<file path="src/rtl/seg_pkg.sv">
// seg_pkg: shared constants and display-record type for the segment scan controller
package seg_pkg;
  localparam int NDIG = 8;
  localparam int SCAN_W = 3;
  localparam int SCAN_DIV_DEF = 100000;
  localparam logic [NDIG-1:0] LES_RST = 8'hFF;
  typedef struct packed {
    logic [4*NDIG-1:0] hexs;
    logic [NDIG-1:0]   point;
    logic [NDIG-1:0]   les;
  } disp_t;
  localparam disp_t DISP_RST = '{hexs: '0, point: '0, les: LES_RST};
endpackage

</file>
<file path="src/rtl/tick_gen.sv">
// tick_gen: enable-gated prescaler emitting one tick every DIV enabled cycles
module tick_gen #(
  parameter int DIV = 4
) (
  input  logic clk,
  input  logic rst,
  input  logic en,
  output logic tick
);
  localparam int W = $clog2(DIV);
  logic [W-1:0] cnt_q, cnt_d;
  assign tick  = en && cnt_q == W'(DIV - 1);
  assign cnt_d = tick ? '0 : cnt_q + W'(en);
  // prescaler count, frozen while en is low
  always_ff @(posedge clk)
    if (rst) cnt_q <= '0;
    else     cnt_q <= cnt_d;
endmodule

</file>
<file path="src/rtl/seg_scan_ctrl.sv">
// seg_scan_ctrl: 8-digit scan with frame-synchronous shadow update; SEG_BLINK_EN adds blink overlay
module seg_scan_ctrl
  import seg_pkg::*;
#(
  parameter int SCAN_DIV     = SCAN_DIV_DEF,
  parameter int BLINK_FRAMES = 16
) (
  input  logic                clk,
  input  logic                rst,
  input  logic                scan_en,
  input  logic                load,
  input  logic [4*NDIG-1:0]   hexs_in,
  input  logic [NDIG-1:0]     point_in,
  input  logic [NDIG-1:0]     les_in,
  input  logic [NDIG-1:0]     blink_mask,
  output logic [SCAN_W-1:0]   Scan,
  output logic [4*NDIG-1:0]   Hexs,
  output logic [NDIG-1:0]     point,
  output logic [NDIG-1:0]     LES,
  output logic                busy,
  output logic                load_ack,
  output logic                frame_done
);
  logic tick, frame_end;
  logic [SCAN_W-1:0] scan_q;
  disp_t stage_q, shadow_q;
  logic busy_q, ack_q, fd_q;

  tick_gen #(.DIV(SCAN_DIV)) u_tick (.clk(clk), .rst(rst), .en(scan_en), .tick(tick));

  assign frame_end = tick && scan_q == SCAN_W'(NDIG - 1);

  // digit stepping, staging capture and commit to shadows only at frame boundaries
  always_ff @(posedge clk)
    if (rst) begin
      scan_q   <= '0;
      stage_q  <= '0;
      shadow_q <= DISP_RST;
      busy_q   <= 1'b0;
      ack_q    <= 1'b0;
      fd_q     <= 1'b0;
    end else begin
      scan_q <= scan_q + SCAN_W'(tick);
      if (load) stage_q <= '{hexs: hexs_in, point: point_in, les: les_in};
      if (frame_end && busy_q) shadow_q <= stage_q;
      busy_q <= load || (busy_q && !frame_end);
      ack_q  <= frame_end && busy_q;
      fd_q   <= frame_end;
    end

  assign Scan       = scan_q;
  assign Hexs       = shadow_q.hexs;
  assign point      = shadow_q.point;
  assign busy       = busy_q;
  assign load_ack   = ack_q;
  assign frame_done = fd_q;

`ifdef SEG_BLINK_EN
  localparam int BW = $clog2(BLINK_FRAMES + 1);
  logic [BW-1:0] bcnt_q;
  logic phase_q, bwrap;
  assign bwrap = bcnt_q == BW'(BLINK_FRAMES - 1);
  // frame counter flipping the blink phase every BLINK_FRAMES frames
  always_ff @(posedge clk)
    if (rst) begin
      bcnt_q  <= '0;
      phase_q <= 1'b0;
    end else if (frame_end) begin
      bcnt_q  <= bwrap ? '0 : bcnt_q + BW'(1);
      phase_q <= phase_q ^ bwrap;
    end
  assign LES = shadow_q.les | ({NDIG{phase_q}} & blink_mask);
`else
  logic unused_blink;
  assign unused_blink = ^blink_mask;
  assign LES = shadow_q.les;
`endif
endmodule

</file>
<file path="config.mk">
export PLATFORM = sky130hd
export DESIGN_NAME = seg_scan_ctrl
export DESIGN_NICKNAME = d
export VERILOG_FILES = /design/src/rtl/seg_pkg.sv /design/src/rtl/tick_gen.sv /design/src/rtl/seg_scan_ctrl.sv
export SDC_FILE = /design/constraint.sdc
export NUM_CORES = 1
export LEC_CHECK = 0
export CORE_ASPECT_RATIO = 1.75
export CORE_MARGIN = 1.5
export CORE_UTILIZATION = 35
export DETAILED_ROUTE_END_ITERATION = 16
export GPL_ROUTABILITY_DRIVEN = 0
export MAX_ROUTING_LAYER = met4
export PLACE_DENSITY = 0.62
export SYNTH_ARGS = -nofsm -noshare
export SYNTH_HDL_FRONTEND = slang
export SYNTH_SLANG_ARGS = --single-unit
</file>
<file path="constraint.sdc">
create_clock -name clk -period 1.8 [get_ports clk]
set_input_delay 0.18 -clock clk [delete_from_list [all_inputs] [get_ports clk]]
set_output_delay 0.18 -clock clk [all_outputs]
set_load 0.005 [all_outputs]
</file>
==> impl_metrics.csv <==
group,metric,value,unit
cts,cts_tree,"done",
sta,fmax,598.0,MHz
setup_path,cp_slowest_cell,"dfxtp_1",
setup_path,crit_chain,"and4b_1, and3_2, nand2_2, inv_1, ha_1, ha_1, nor2b_1",
run_status,status,"finished, final reports clean",
hold_path,hp-class,"in2reg",
setup_path,arrival,1950,ps
grt,grt.overflow.total,0,
floorplanning,dieHeight,155.6,um
floorplanning,die_w,90.21,um
sta,rsz0062_at_grt,"false",
power_and_ir_drop,vdd_drop_max,0.0006884,V
setup_path,startpoint,"u_tick.cnt_q[11]",
layout,stdcell_count,778,
setup_path,worstRegToRegCells,7,
sta,post-route-min-period,1672,ps
placed_design,dpl_cell_area,5987,um2
logic_synthesis,avgSynthCellArea,9.449,um2
sta,hold_viol_final,0,
layout,antenna_cells,0,
layout,fillers,1233,
detailed_routing,routed_via_density,5.213,
grt,grt_use_total,19.07,%
layout,drive_gt1_share,10.38,%
power_and_ir_drop,leakage,2.433,nW
layout,ff_latch_area,2382,um2
placed_design,dp.cells,750,
setup_path,critPathKind,"reg2reg",
setup_path,critPathMaxStageDelay,380,ps
detailed_routing,wirelength,12.72,mm
sta,tightest_slew,535.6,ps
cts,post_cts.repair.setup_buffers,0,
placed_design,portBuffers,105,
logic_synthesis,synthArstFlopShare,0,%
logic_synthesis,synthesis.area,4658,um2
floorplanning,rows,55,
layout,nets,662,
logic_synthesis,synth-seq-cells,119,
detailed_routing,vias,4056,
power_and_ir_drop,p_per_area,963.5,nW/um2
sta,skew,10.64,ps
cts,clock_sinks,119,
cts,htree_levels,4,
sta,setup_violations,0,
cts,cts_buffer_depth,2,
placed_design,place_hpwl,8.374,mm
hold_path,hold_depth,3,
setup_path,end_kind,"flip-flop",
logic_synthesis,synth_seq_area_share,51.14,%
cts,cts_buffers,17,
logic_synthesis,ys_warn_count,0,
sta,finalCritPeriodShare,92.90,%
cts,cts_root_buffer,"clkbuf_16",
cts,clkTransAtPathRegs,50,ps
floorplanning,coreArea,12940,um2
layout,final_area,6566,um2
setup_path,reg2reg_from,"u_tick.cnt_q[11]",
grt,grt_pass1_vias,4135,
logic_synthesis,ys_types,34,
detailed_routing,drc,0,
logic_synthesis,synth_enable_flop_cells,0,
grt,grt_max_degree,52,
floorplanning,io_pins,114,
layout,area_growth,40.96,%
logic_synthesis,synthCells,493,
floorplanning,start_util,36.01,%
logic_synthesis,ys.flop_type,"dfxtp_1",
setup_path,cp.required,2070,ps
setup_path,startpoint_type,"flip-flop",
detailed_routing,drt_first_pass_iters,4,
sta,finalSetupTns,0,ps
layout,multiInputGateArea,2062,um2
logic_synthesis,syn-num-nets,557,
grt,grt_pass1_wl,20.67,mm
cts,clkLatencyLatePin,410,ps
detailed_routing,antenna_left,0,
setup_path,path_max_fanout,4,
sta,relSlewSlack,64.29,%
setup_path,crit_top_cell,"ha_1",
hold_path,hp-start,"rst",
detailed_routing,dr.first_iter.drc_count,201,
job,cap_violations,0,
grt,antenna_found_initial,0,
sta,final_max_slew_viol_count,0,
floorplanning,die-area,14040,um2
detailed_routing,wl_per_cell,16.34,um
cells in the mapped netlist (2+ instances only):
cell | instances | share of area (%)
nand4_1 | 54 | 7.3
buf_1 | 3 | 0.24
dfxtp_1 | 119 | 51
o21ai_0 | 28 | 3.0
nor4b_2 | 2 | 0.64
inv_1 | 6 | 0.48
nor3_1 | 5 | 0.54
and3_1 | 3 | 0.40
xor2_1 | 4 | 0.75
xnor2_1 | 12 | 2.3
nor2b_1 | 2 | 0.27
buf_4 | 2 | 0.32
ha_1 | 4 | 1.1
buf_8 | 2 | 0.64
buf_2 | 14 | 1.5
clkbuf_2 | 3 | 0.32
mux2i_1 | 48 | 10
o21ai_1 | 12 | 1.3
nand2_1 | 4 | 0.32
clkbuf_1 | 20 | 1.6
o31ai_1 | 9 | 1.5
nor2_1 | 66 | 5.3
a21oi_1 | 41 | 4.4
nor4_1 | 6 | 0.81
nand3_1 | 15 | 1.6
registers in the layout (all words and copies together), names as in the netlist:
name / flops
stage_q: 48
busy: 1
point: 8
load_ack: 1
u_tick.cnt_q: 17
Hexs: 32
LES: 8
frame_done: 1
Scan: 3
placed cells by master, fill, tap and decap left out, types with 2 or more instances in the layout:
cell             netlist  final
dfxtp_1              119    119
clkdlybuf4s50_1        0    103
nor2_1                66     65
nand4_1               54     54
mux2i_1               48     48
a21oi_1               41     41
o21ai_0               28     28
buf_4                  2     19
clkbuf_16              0     17
nand3_1               15     14
o21ai_1               12     12
xnor2_1               12     12
o31ai_1                9      9
buf_12                 0      7
inv_1                  6      6
nor4_1                 6      6
nor3_1                 5      5
nand2_1                4      4
xor2_1                 4      4
ha_1                   4      4
clkbuf_8               0      4
clkbuf_1              20      3
nor2_4                 0      2
nor4b_4                0      2
and3_1                 3      2
nor2b_1                2      2
bufinv_16              0      2
clkinv_2               0      2
buf_2                 14      2
metrics by stage:
stage	power (mW)	setup slack [ps]	hold WS [ps]	util (%)
floorplan	2.954	35.57	327.1	-
global placement	3.118	-100.4	456.2	46.28
detailed placement	3.129	-172.7	464.3	46.28
CTS	6.391	67.93	208.7	50.62
global route	6.540	3.213	235.4	50.75
finish	6.326	127.7	222.1	50.75
per-layer routing:
metal	GRT usage, %	part of all wire (%)
met1	20.11	40
met2	33.77	54
met3	4.825	3.5
met4	7.785	1.8
met5	-	0
critical path: cells and delay by family (launching register included):
kind                     cells  cell delay, ps
AND/OR/NAND/NOR              4             690
adder cells (fa/ha/maj)      2             440
flip-flops                   1             380
buffers and inverters        1              40
path summary, 6_finish.rpt:
| path | endpoint | slack (ps) |
|---|---|---|
| hold / removal | LES[3] | 220 |
| hold reg to reg | Hexs[5] | 470 |
| setup / recovery | Scan[1] | 130 |
| setup reg to reg | Scan[1] | 130 |
cell families (layout without fill, tap and decap cells):
kind of cell / count (synthesis) / after routing / synth area share [%]
XOR/XNOR: 16 / 16 / 3.008
buffers and inverters: 51 / 165 / 5.372
AND/OR/NAND/NOR: 164 / 164 / 18.59
adder cells (fa/ha/maj): 4 / 4 / 1.074
flip-flops: 119 / 119 / 51.14
multiplexers: 48 / 48 / 10.31
AO/OA/AOI/OAI: 91 / 91 / 10.50
power by group:
| group | total, mW | switching, mW | internal [mW] |
|---|---|---|---|
| clock | 3.25 | 1.11 | 2.15 |
| sequential | 2.75 | 0.0373 | 2.71 |
| combinational | 0.329 | 0.140 | 0.189 |
area by class of cell:
| cell class | instances | share of cell area, % |
|---|---|---|
| Multi-Input combinational cell | 323 | 31.40 |
| Inverter | 6 | 0.3430 |
| Sequential cell | 119 | 36.28 |
| Clock buffer | 24 | 7.489 |
| Timing Repair Buffer | 131 | 20.16 |
| Tap cell | 171 | 3.258 |
| Clock inverter | 4 | 1.067 |
what timing repair did:
action | CTS | global route
endpoints found under the hold margin | 0 | 0
gates resized for setup | 0 | 2
setup endpoints to repair | 0 | 14
hold buffers | 0 | 0
(Power assumes the default switching activity.)
